$ cat src/rtl/mos6502_int_seq.sv
// Interrupt/reset entry sequencer for the mos6502 core: arbitrates RES/NMI/BRK/IRQ
// at instruction boundaries and drives the push / vector-fetch / PC-load bus sequence.
module mos6502_int_seq #(
  parameter logic [7:0]  STACK_PAGE = 8'h01,
  parameter logic [15:0] VEC_NMI    = 16'hFFFA,
  parameter logic [15:0] VEC_RES    = 16'hFFFC,
  parameter logic [15:0] VEC_IRQ    = 16'hFFFE
) (
  input  logic        clk,
  input  logic        res,
  input  logic        rdy,
  input  logic        IRQ,
  input  logic        NMI,
  input  logic        i_flag,
  input  logic        instr_done,
  input  logic        brk_exec,
  input  logic [15:0] pc,
  input  logic [7:0]  p_in,
  input  logic [7:0]  s_in,
  input  logic [7:0]  d_in,
  output logic        busy,
  output logic [1:0]  src,
  output logic [15:0] add_bus,
  output logic [7:0]  d_out,
  output logic        write_en,
  output logic        s_dec,
  output logic        pc_load,
  output logic [15:0] pc_new,
  output logic        set_i,
  output logic [2:0]  state_dbg
);

  // Handshake: there is no valid/ready pair here; rdy is a global hold. An edge with
  // rdy=0 leaves state and every output untouched, only the NMI edge detector runs.

  typedef enum logic [2:0] {
    S_IDLE   = 3'd0,
    S_PUSH_H = 3'd1,
    S_PUSH_L = 3'd2,
    S_PUSH_P = 3'd3,
    S_VEC_L  = 3'd4,
    S_VEC_H  = 3'd5,
    S_LOAD   = 3'd6
  } state_t;

  localparam logic [1:0] SRC_RES = 2'b00;
  localparam logic [1:0] SRC_NMI = 2'b01;
  localparam logic [1:0] SRC_IRQ = 2'b10;
  localparam logic [1:0] SRC_BRK = 2'b11;

  state_t      state, state_nxt;
  logic        res_start, start_nxt;
  logic [1:0]  src_nxt;
  logic [7:0]  s_cap, s_cap_nxt;
  logic [15:0] pc_cap, pc_cap_nxt;
  logic [7:0]  vec_lo, vec_lo_nxt;
  logic        nmi_q, nmi_pending, nmi_clr;

  logic        busy_nxt, we_nxt, sdec_nxt, pcl_nxt, seti_nxt;
  logic [15:0] add_nxt, pcn_nxt;
  logic [7:0]  dout_nxt;
  logic [7:0]  sp_m1, sp_m2;

  assign state_dbg = state;

  function automatic logic [15:0] vec_of(input logic [1:0] s);
    case (s)
      SRC_RES: return VEC_RES;
      SRC_NMI: return VEC_NMI;
      default: return VEC_IRQ;
    endcase
  endfunction

  // res_start marks the reset hold: the first rdy edge after release presents PUSH_H.
  always_ff @(posedge clk or negedge res) begin
    if (!res) begin
      state       <= S_PUSH_H;
      res_start   <= 1'b1;
      src         <= SRC_RES;
      s_cap       <= 8'h00;
      pc_cap      <= 16'h0000;
      vec_lo      <= 8'h00;
      nmi_q       <= 1'b1;
      nmi_pending <= 1'b0;
      busy        <= 1'b1;
      add_bus     <= 16'h0000;
      d_out       <= 8'h00;
      write_en    <= 1'b1;
      s_dec       <= 1'b0;
      pc_load     <= 1'b0;
      pc_new      <= 16'h0000;
      set_i       <= 1'b0;
    end else begin
      state       <= state_nxt;
      res_start   <= start_nxt;
      src         <= src_nxt;
      s_cap       <= s_cap_nxt;
      pc_cap      <= pc_cap_nxt;
      vec_lo      <= vec_lo_nxt;
      nmi_q       <= NMI;
      // A fresh falling edge wins over a clear in the same cycle.
      nmi_pending <= (nmi_q & ~NMI) | (nmi_pending & ~nmi_clr);
      busy        <= busy_nxt;
      add_bus     <= add_nxt;
      d_out       <= dout_nxt;
      write_en    <= we_nxt;
      s_dec       <= sdec_nxt;
      pc_load     <= pcl_nxt;
      pc_new      <= pcn_nxt;
      set_i       <= seti_nxt;
    end
  end

  always_comb begin
    state_nxt  = state;
    start_nxt  = res_start;
    src_nxt    = src;
    s_cap_nxt  = s_cap;
    pc_cap_nxt = pc_cap;
    vec_lo_nxt = vec_lo;
    nmi_clr    = 1'b0;
    if (rdy) begin
      if (res_start) begin
        start_nxt  = 1'b0;
        s_cap_nxt  = s_in;
        pc_cap_nxt = pc;
        state_nxt  = S_PUSH_H;
      end else begin
        case (state)
          S_IDLE: begin
            if (instr_done) begin
              if (nmi_pending) begin
                src_nxt   = SRC_NMI;
                state_nxt = S_PUSH_H;
              end else if (brk_exec) begin
                src_nxt   = SRC_BRK;
                state_nxt = S_PUSH_H;
              end else if (!IRQ && !i_flag) begin
                src_nxt   = SRC_IRQ;
                state_nxt = S_PUSH_H;
              end
              s_cap_nxt  = s_in;
              pc_cap_nxt = pc;
            end
          end
          S_PUSH_H: state_nxt = S_PUSH_L;
          S_PUSH_L: state_nxt = S_PUSH_P;
          S_PUSH_P: begin
            state_nxt = S_VEC_L;
            // An NMI pending during an IRQ/BRK entry takes over the vector fetch.
            if (nmi_pending && src[1]) src_nxt = SRC_NMI;
            nmi_clr = (src_nxt == SRC_NMI);
          end
          S_VEC_L: begin
            state_nxt  = S_VEC_H;
            vec_lo_nxt = d_in;
          end
          S_VEC_H: state_nxt = S_LOAD;
          S_LOAD:  state_nxt = S_IDLE;
          default: state_nxt = S_IDLE;
        endcase
      end
    end
  end

  assign sp_m1 = s_cap_nxt - 8'd1;
  assign sp_m2 = s_cap_nxt - 8'd2;

  always_comb begin
    busy_nxt = busy;
    add_nxt  = add_bus;
    dout_nxt = d_out;
    we_nxt   = write_en;
    sdec_nxt = s_dec;
    pcl_nxt  = pc_load;
    pcn_nxt  = pc_new;
    seti_nxt = set_i;
    if (rdy) begin
      busy_nxt = (state_nxt != S_IDLE);
      dout_nxt = 8'h00;
      we_nxt   = 1'b1;
      sdec_nxt = 1'b0;
      pcl_nxt  = 1'b0;
      seti_nxt = 1'b0;
      case (state_nxt)
        S_PUSH_H: begin
          add_nxt  = {STACK_PAGE, s_cap_nxt};
          dout_nxt = (src_nxt == SRC_RES) ? 8'h00 : pc_cap_nxt[15:8];
          we_nxt   = (src_nxt == SRC_RES);
          sdec_nxt = 1'b1;
        end
        S_PUSH_L: begin
          add_nxt  = {STACK_PAGE, sp_m1};
          dout_nxt = (src_nxt == SRC_RES) ? 8'h00 : pc_cap_nxt[7:0];
          we_nxt   = (src_nxt == SRC_RES);
          sdec_nxt = 1'b1;
        end
        S_PUSH_P: begin
          add_nxt  = {STACK_PAGE, sp_m2};
          dout_nxt = (src_nxt == SRC_RES) ? 8'h00 :
                     {p_in[7:6], 1'b1, (src_nxt == SRC_BRK), p_in[3:0]};
          we_nxt   = (src_nxt == SRC_RES);
          sdec_nxt = 1'b1;
        end
        S_VEC_L: add_nxt = vec_of(src_nxt);
        S_VEC_H: add_nxt = add_bus + 16'd1;
        S_LOAD: begin
          pcn_nxt  = {d_in, vec_lo};
          pcl_nxt  = 1'b1;
          seti_nxt = 1'b1;
        end
        default: add_nxt = add_bus;
      endcase
    end
  end

endmodule
$ cat config.mk
export PLATFORM = sky130hd
export DESIGN_NAME = mos6502_int_seq
export DESIGN_NICKNAME = d
export VERILOG_FILES = /design/src/rtl/mos6502_int_seq.sv
export SDC_FILE = /design/constraint.sdc
export NUM_CORES = 1
export LEC_CHECK = 0
export CAP_MARGIN = 30
export CELL_PAD_IN_SITES_DETAIL_PLACEMENT = 1
export CELL_PAD_IN_SITES_GLOBAL_PLACEMENT = 1
export CORE_UTILIZATION = 40
export DETAILED_ROUTE_END_ITERATION = 8
export PLACE_DENSITY = 0.89
export SLEW_MARGIN = 20
export SYNTH_ARGS = -nofsm -noshare
export SYNTH_HDL_FRONTEND = slang
export SYNTH_SLANG_ARGS = --single-unit
export TNS_END_PERCENT = 10
$ cat constraint.sdc
create_clock -name clk -period 3.65 [get_ports clk]
set_clock_uncertainty 0.1 [all_clocks]
set_input_delay 0.73 -clock clk [delete_from_list [all_inputs] [get_ports clk]]
set_output_delay 0.73 -clock clk [all_outputs]
set_load 0.005 [all_outputs]
==> impl_metrics.json, run 1 <==
{
  "design.die.area_sq_um": 11700,
  "drt-total-wl_mm": 13.8,
  "synth_area_per_cell_sq_um": 10.7,
  "syn2layout_area_growth_pct": 33.0,
  "power_leakage_nw": 2.55,
  "synth_seq_area_share": 0.466,
  "detail_route.wl_per_cell_um": 20.6,
  "yosysWarningCount": 0,
  "tightest_slew_ps": 767,
  "clk_pin_slew_worst_paths_ps": 60,
  "clk_latency_ps": 340,
  "cp.required_ps": 3810,
  "period_share": 0.857,
  "syn_nets": 472,
  "critPathKind": "input port to register",
  "cts_tree": "done",
  "nFillCells": 1193,
  "p_int_mw": 3.30,
  "io-pin-count": 98,
  "synth_flop_cell": "dfrtp_1",
  "fin_nets": 577,
  "hold_viol": 0,
  "pwr-share-comb": 0.495,
  "cp.arrival_ps": 3290,
  "place.gp.congestion": 0.867,
  "rows": 38,
  "maxSlewViolCount": 0,
  "power.switching_mw": 2.12,
  "final_cells": 671,
  "fp.dieH_um": 108,
  "grt.total_usage": 0.258,
  "cts.sinks": 84,
  "diodes": 0,
  "root_buffer": "clkbuf_16",
  "power_frac_clock": 0.188,
  "detail-route-antenna-nets": 0,
  "synthDistinctLibCells": 74,
  "grt_pass1_wl_mm": 23.0,
  "synthArstFlopShare": 1.00,
  "dp_cells": 655,
  "cts_hold_buf": 0,
  "netlist_area_sq_um": 4520,
  "syn_inst": 421,
  "drt-initial-drc-count": 316,
  "cts_setup_buffers": 0,
  "drcViolationCount": 0,
  "postLayoutCellArea_sq_um": 6010,
  "crit_fanout": 5,
  "h-tree-depth": 3,
  "place_area_sq_um": 5680,
  "cap_violations": 0,
  "grt_overflow": 0,
  "sequentialPowerShare": 0.316,
  "status": "finished clean",
  "fmaxAchievable_mhz": 320,
  "rsz0062_at_grt": "false",
  "switching_share": 0.391,
  "finalSetupViolations": 0,
  "vias": 3925,
  "antenna_found_initial": 0,
  "vdd_ir_drop_max_uv": 377,
  "slew_headroom": 0.489,
  "start_kind": "input port",
  "cts-resized-gates": 0,
  "power.density_nw_per_um2": 902,
  "dieWidth_um": 108,
  "dp_hpwl_mm": 9.86,
  "fp.coreArea_sq_um": 10900,
  "hp-class": "input port to asynchronous set/reset pin",
  "min_period_ps": 3130,
  "port_buffers": 95,
  "tns_ps": 0,
  "cts_buffer_depth": 2,
  "grt_pass1_vias": 4336,
  "post_drt_via_cell_ratio": 5.85,
  "numCtsBuffers": 9,
  "synth_seq_cells": 84,
  "end_kind": "register",
  "drtPass1Iterations": 4,
  "grt_max_degree": 57,
  "initial_utilization": 0.414,
  "drive_gt1_frac": 0.196,
  "synth-edff-count": 0
}
cells in the mapped netlist, drive strengths merged, types with 3 or more instances:
cell type,number,area (sq um)
a22o,3,26.3
o21ai,22,110
a211oi,4,30.0
a31o,3,26.3
nand2,22,85.1
dfrtp,79,1980
o22ai,4,25.0
or3,3,18.8
nand4,3,18.8
clkbuf,7,26.3
nor2,29,111
nand3,14,70.1
o21a,6,45.0
o31ai,4,30.0
dfstp,5,131
a311oi,3,43.8
nor3b,4,30.0
and2,3,18.8
buf,17,130
o221ai,8,76.3
xor2,6,52.6
a21oi,18,93.8
ha,3,37.5
mux2,41,465
o211ai,4,30.0
nand2b,3,18.8
nor3,8,40.0
mux2i,20,204
a21o,4,30.0
xnor2,4,35.0
a31oi,7,50.1
inv,23,91.3
layout by cell type (no fill, tap or decap), types with 3 or more instances in the layout:
master,count
o21a_1,6
nand2_1,21
a211oi_1,4
nor3_1,8
xnor2_1,4
nor3b_1,4
mux2i_1,19
a21o_1,4
buf_4,23
a31oi_1,6
nand2b_1,3
nor2_1,28
o221ai_1,7
or3_1,3
nand4_1,3
dfrtp_1,79
o211ai_1,4
inv_6,3
mux2_2,40
clkbuf_16,9
a21oi_1,17
inv_1,22
nand3_1,14
dfstp_2,5
a31o_2,3
a22o_1,3
o31ai_1,4
clkdlybuf4s50_1,94
xor2_1,6
o21ai_0,21
ha_1,3
o22ai_1,4
and2_1,3
layout make-up:
cell class	instances	area, sq um	share of cell area
Timing Repair Buffer	118	1140	0.190
Clock inverter	6	93.8	0.0156
Clock buffer	10	239	0.0397
Inverter	23	91.3	0.0152
Sequential cell	84	2110	0.351
Multi-Input combinational cell	290	2170	0.360
Tap cell	140	175	0.0291
through the flow:
step                      hold WS, ps  setup WS [ps]  power (mW)   util
after floorplan                   334            521        3.24      -
final                             227            522        5.43  0.550
after CTS                         237            466        5.44  0.550
after detailed placement          379            130        4.36  0.520
after global routing              248            307        5.78  0.550
after global placement            360            244        4.18  0.517
registers in the layout, summed over array words and instances, names as in the netlist:
signal	flops
set_i	1
d_out	8
write_en	1
pc_cap	16
vec_lo	8
busy	1
nmi_q	1
res_start	1
pc_new	16
s_dec	1
src	2
nmi_pending	1
state_dbg	3
s_cap	8
add_bus	16
final timing paths:
kind	start	to	slack, ps	depth (start not counted)
setup reg to reg	state_dbg[2]	add_bus[7]	690	10
hold reg to reg	pc_cap[15]	pc_cap[15]	390	2
hold / removal	res	add_bus[3]	230	1
max in group asynchronous	res	busy	2550	2
setup / recovery	instr_done	add_bus[7]	520	11
min in group clk	pc_cap[15]	pc_cap[15]	390	2
power by group through the flow:
stage | logic (mW) | clock network [mW] | registers, mW
finish | 2.69 | 1.02 | 1.72
global route | 2.93 | 1.08 | 1.77
CTS | 2.69 | 1.04 | 1.71
detailed placement | 2.64 | 0 | 1.72
global placement | 2.50 | 0 | 1.68
floorplan | 1.61 | 0 | 1.62
cell families after synthesis:
family	share of synthesized area
buffers and inverters	0.0548
AO/OA/AOI/OAI	0.180
adder cells (fa/ha/maj)	0.00830
flip-flops	0.466
AND/OR/NAND/NOR	0.123
multiplexers	0.148
XOR/XNOR	0.0194
worst max-delay path, cell delays in order:
cell and delay [ps]:
clkdlybuf4s50_1 510, nor4b_4 220, o21a_1 310, mux2i_1 290, ha_1 230, inv_1 80
or3_1 370, nand3_1 100, o2111ai_1 120, o2bb2ai_1 150, o211ai_1 170
metal layers:
| metal | vias to the layer above | GRT usage | wire length [um] |
|---|---|---|---|
| li1 | 1756 | - | - |
| met1 | 2017 | 0.324 | 5800 |
| met2 | 116 | 0.426 | 7030 |
| met3 | 36 | 0.0627 | 675 |
| met4 | 0 | 0.107 | 343 |
| met5 | - | 0 | 0 |
Power figures use the tool's default switching activity.
==> inputs of run 2 (changes only) <==
--- a/config.mk
+++ b/config.mk
@@ -10,6 +10,7 @@
 export CELL_PAD_IN_SITES_GLOBAL_PLACEMENT = 1
 export CORE_UTILIZATION = 40
 export DETAILED_ROUTE_END_ITERATION = 8
+export MAX_ROUTING_LAYER = met4
 export PLACE_DENSITY = 0.89
 export SLEW_MARGIN = 20
 export SYNTH_ARGS = -nofsm -noshare
==> run 2 against run 1 <==
  * Critical path type unchanged
  * Cell area down 0.77%
  * Clock power decreased by 6%
  * Wire length up 3.8%
  * Highest routed layer unchanged
  * Flip-flop and latch count unchanged
  * Worst hold slack improved by 55 ps
  * Utilization shrank 0.42 points
  * Global-route usage rose by 1.2 points
  * Critical path depth down 3
  * Fmax is 2.1% lower
==> impl_metrics.json, run 2 (synthesis gave the netlist of run 1 again) <==
{
  "tns_ps": 0,
  "cp.arrival_ps": 3290,
  "grt.total_usage": 0.271,
  "cts-resized-gates": 0,
  "diodes": 0,
  "top_regs": "add_bus x16, pc_cap x16, pc_new x16",
  "io-pin-count": 98,
  "detail_route.wl_per_cell_um": 21.5,
  "r2r_slack_ps": 630,
  "hold_viol": 0,
  "critPathBufInv": 2,
  "port_buffers": 95,
  "antenna_found_initial": 0,
  "final_common_cell": "clkdlybuf4s50_1",
  "fp.dieH_um": 108,
  "hp-class": "input port to asynchronous set/reset pin",
  "grt_max_degree": 44,
  "initial_utilization": 0.414,
  "vdd_ir_drop_max_uv": 368,
  "crit_path_start": "rdy",
  "period_share": 0.876,
  "cts_hold_buf": 0,
  "dieWidth_um": 108,
  "crit_cells": 8,
  "grt_pass1_vias": 4321,
  "drcViolationCount": 0,
  "cts_tree": "done",
  "fmaxAchievable_mhz": 313,
  "rows": 38,
  "end_kind": "register",
  "reg2reg_to": "add_bus[7]",
  "critPathKind": "input port to register",
  "cpMaxStageDelayCell": "clkdlybuf4s50_1",
  "cts.sinks": 84,
  "slew_headroom": 0.511,
  "drive_gt1_frac": 0.193,
  "cp.required_ps": 3740,
  "power_leakage_nw": 2.52,
  "cts_setup_buffers": 0,
  "final_cell_mix": "clkdlybuf4s50_1 (94), dfrtp_1 (79), mux2_2 (40), nor2_1 (28), inv_1 (22)",
  "syn2layout_area_growth_pct": 32.0,
  "vias": 3922,
  "min_period_ps": 3200,
  "design.die.area_sq_um": 11700,
  "drt-total-wl_mm": 14.4,
  "crit_fanout": 11,
  "detail-route-antenna-nets": 0,
  "drt-initial-drc-count": 217,
  "reg2reg_from": "state_dbg[2]",
  "power.density_nw_per_um2": 905,
  "dp_cells": 653,
  "clk_latency_ps": 350,
  "drtPass1Iterations": 4,
  "grt_overflow": 0,
  "clk_pin_slew_worst_paths_ps": 60,
  "numCtsBuffers": 9,
  "finalPower_mw": 5.40,
  "nFillCells": 1194,
  "rsz0062_at_grt": "false",
  "root_buffer": "clkbuf_16",
  "worstSetupEndpoint": "d_out[7]",
  "start_kind": "input port",
  "place.gp.congestion": 0.877,
  "post_drt_via_cell_ratio": 5.86,
  "status": "finished clean",
  "cp_cell_sequence": "clkdlybuf4s50_1, buf_4, nor3b_1, a21boi_0, a221o_1, nand2b_1, nand3_1, o221ai_1",
  "fin_nets": 575,
  "tightest_slew_ps": 734,
  "final_util": 0.546,
  "cts_buffer_depth": 2,
  "dp_hpwl_mm": 9.87,
  "h-tree-depth": 3,
  "maxSlewViolCount": 0,
  "fp.coreArea_sq_um": 10900,
  "grt_pass1_wl_mm": 23.3,
  "final_cells": 669,
  "critical-path-top-delay-family": "simple AND/OR/NAND/NOR gates",
  "slowest_delay_ps": 620,
  "cap_violations": 0,
  "rr_worst_depth": 10,
  "finalSetupViolations": 0
}
## run 2: how the worst min path moves through the flow
stage / startpoint / to / slack [ps]
3_5_place_dp: pc_cap[8] / pc_cap[8] / 380
4_1_cts: res / s_cap[3] / 290
3_3_place_gp: pc_cap[14] / pc_cap[14] / 360
2_1_floorplan: res / add_bus[0] / 330
5_1_grt: res / s_cap[3] / 320
6_report: res / pc_cap[13] / 280
## run 2: worst reg2reg max path, stage by stage (launching register included)
cell and delay (ps):
dfrtp_1 590, nor4b_4 370, o21a_1 350, mux2i_1 310, ha_1 230, inv_1 80
or3_1 380, nand3_1 90, o2111ai_1 110, o2bb2ai_1 160, o211ai_1 170
## run 2: power breakdown
part	internal [mW]	switching, mW	total, mW	leakage [nW]
combinational	1.31	1.37	2.69	1.35
clock	0.541	0.419	0.960	0.148
sequential	1.36	0.397	1.76	1.03
total	3.21	2.19	5.40	2.52
## run 2: routing by layer
layer	GRT usage	share of wire
met5	-	0
met3	0.0464	0.050
met2	0.458	0.52
met4	0.113	0.031
met1	0.318	0.40
## run 2: area by class of cell
| type | count | area (sq um) | area share |
|---|---|---|---|
| multi-input cells | 290 | 2170 | 0.363 |
| inverters | 23 | 91.3 | 0.0153 |
| well taps | 140 | 175 | 0.0294 |
| flip-flops and latches | 84 | 2110 | 0.353 |
| clock buffers | 9 | 225 | 0.0377 |
| repair buffers | 116 | 1120 | 0.187 |
| clock inverters | 7 | 83.8 | 0.0140 |
## run 2: through the flow
step | setup slack, ps | hold slack [ps] | instance area (sq um)
5_1_grt | 283 | 320 | 5970
3_3_place_gp | 209 | 361 | 5640
3_5_place_dp | 137 | 378 | 5660
2_1_floorplan | 521 | 334 | 4520
4_1_cts | 471 | 290 | 5970
6_report | 454 | 281 | 5970
==> inputs of run 3 (changes only) <==
--- a/config.mk
+++ b/config.mk
@@ -12,6 +12,7 @@
 export DETAILED_ROUTE_END_ITERATION = 8
 export MAX_ROUTING_LAYER = met4
 export PLACE_DENSITY = 0.89
+export REMOVE_ABC_BUFFERS = 1
 export SLEW_MARGIN = 20
 export SYNTH_ARGS = -nofsm -noshare
 export SYNTH_HDL_FRONTEND = slang
==> run 3 against run 2 <==
  * Global-route usage decreased by 2.2 points
  * Register-to-register slack gained 300 ps
  * Final cell count grew 0.15%
  * Flip-flop and latch count unchanged
  * Largest power group unchanged
  * Wire length shrank 7.3%
  * Critical path type unchanged
  * Clock power decreased by 5.8%
  * Worst hold slack worse by 49 ps
  * Sequential power decreased by 3%
  * Critical endpoint is now add_bus[6]
==> impl_metrics.json, run 3 (synthesis gave the netlist of run 1 again) <==
{
  "port_buffers": 95,
  "cts.sinks": 84,
  "detail_route.wl_per_cell_um": 19.9,
  "cp.arrival_ps": 3190,
  "status": "finished clean",
  "critPathBufInv": 2,
  "clk_latency_ps": 340,
  "rr_worst_depth": 8,
  "drt-total-wl_mm": 13.3,
  "cts_setup_buffers": 0,
  "grt_pass1_vias": 4143,
  "fin_nets": 576,
  "final_common_cell": "clkdlybuf4s50_1",
  "crit_fanout": 18,
  "r2r_slack_ps": 930,
  "vias": 3860,
  "reg2reg_from": "state_dbg[0]",
  "drtPass1Iterations": 4,
  "tns_ps": 0,
  "drt-initial-drc-count": 233,
  "power.density_nw_per_um2": 880,
  "io-pin-count": 98,
  "cap_violations": 0,
  "min_period_ps": 3080,
  "dieWidth_um": 108,
  "final_cell_mix": "clkdlybuf4s50_1 (94), dfrtp_1 (79), mux2_2 (40), nor2_1 (28)",
  "dp_hpwl_mm": 9.67,
  "cpMaxStageDelayCell": "clkdlybuf4s50_1",
  "cts-resized-gates": 0,
  "dp_cells": 654,
  "cp_cell_sequence": "clkdlybuf4s50_1, nor4b_4, o21a_1, buf_4, mux2i_2, ha_1, mux2i_1, o31ai_1, a31oi_1",
  "h-tree-depth": 3,
  "period_share": 0.843,
  "drcViolationCount": 0,
  "fmaxAchievable_mhz": 325,
  "diodes": 0,
  "place.gp.congestion": 0.794,
  "detail-route-antenna-nets": 0,
  "grt_pass1_wl_mm": 21.4,
  "reg2reg_to": "add_bus[6]",
  "power_leakage_nw": 2.53,
  "cts_buffer_depth": 2,
  "tightest_slew_ps": 738,
  "hp-class": "input port to asynchronous set/reset pin",
  "grt_overflow": 0,
  "cp.required_ps": 3770,
  "top_regs": "add_bus x16, pc_cap x16, pc_new x16",
  "finalSetupViolations": 0,
  "cts_hold_buf": 0,
  "fp.coreArea_sq_um": 10900,
  "nFillCells": 1195,
  "cts_tree": "done",
  "slowest_delay_ps": 520,
  "finalPower_mw": 5.25,
  "design.die.area_sq_um": 11700,
  "rows": 38,
  "holdWs_ps": 232,
  "initial_utilization": 0.414,
  "clk_pin_slew_worst_paths_ps": 70,
  "final_cells": 670,
  "drive_gt1_frac": 0.194,
  "end_kind": "register",
  "slew_headroom": 0.508,
  "crit_cells": 9,
  "grt_max_degree": 53,
  "fp.dieH_um": 108,
  "start_kind": "input port",
  "numCtsBuffers": 9,
  "syn2layout_area_growth_pct": 31.9,
  "grt.total_usage": 0.249,
  "post_drt_via_cell_ratio": 5.76,
  "maxSlewViolCount": 0,
  "rsz0062_at_grt": "false",
  "hold_viol": 0,
  "vdd_ir_drop_max_uv": 388,
  "critPathKind": "input port to register",
  "root_buffer": "clkbuf_16",
  "critical-path-top-delay-family": "buffers and inverters",
  "antenna_found_initial": 0
}
==> run 3: cell count changes in the layout (fill, tap and decap cells not counted), sizes merged <==
cell and change:
inv +3, clkinv -1, clkinvlp -1, bufinv -1, buf +1
==> run 3: area by class of cell <==
type                            instances  area [sq um]  share of cell area
Multi-Input combinational cell        290          2170               0.363
Sequential cell                        84          2110               0.353
Timing Repair Buffer                  117          1130               0.190
Clock buffer                            9           225              0.0378
Tap cell                              140           175              0.0294
Inverter                               23          91.3              0.0153
Clock inverter                          7          65.1              0.0109
==> run 3: routing by layer <==
layer,vias to the layer above,part of all wire,GRT usage
met5,-,0,-
met4,0,0.012,0.0714
met3,14,0.064,0.0778
met2,120,0.52,0.429
met1,1957,0.40,0.276
li1,1769,-,-
==> run 3: metrics by stage <==
stage                util  worst slack, ps  cell area, sq um
floorplan               -             23.2              4370
global placement    0.516              309              5650
detailed placement  0.519              227              5670
CTS                 0.545              567              5960
global route        0.545              393              5960
finish              0.545              572              5960
==> run 3: worst max path at each step <==
stage               start  slack [ps]         end
6_report       instr_done         570  add_bus[6]
2_1_floorplan  instr_done          20  add_bus[7]
4_1_cts        instr_done         570  add_bus[6]
3_3_place_gp   instr_done         310  add_bus[6]
5_1_grt        instr_done         390  add_bus[6]
3_5_place_dp   instr_done         230  add_bus[6]
==> run 3: report_power, final <==
group | internal [mW] | leakage (nW) | switching (mW)
Clock | 0.478 | 0.144 | 0.426
Sequential | 1.36 | 1.03 | 0.338
Combinational | 1.32 | 1.36 | 1.33
Total | 3.16 | 2.53 | 2.09
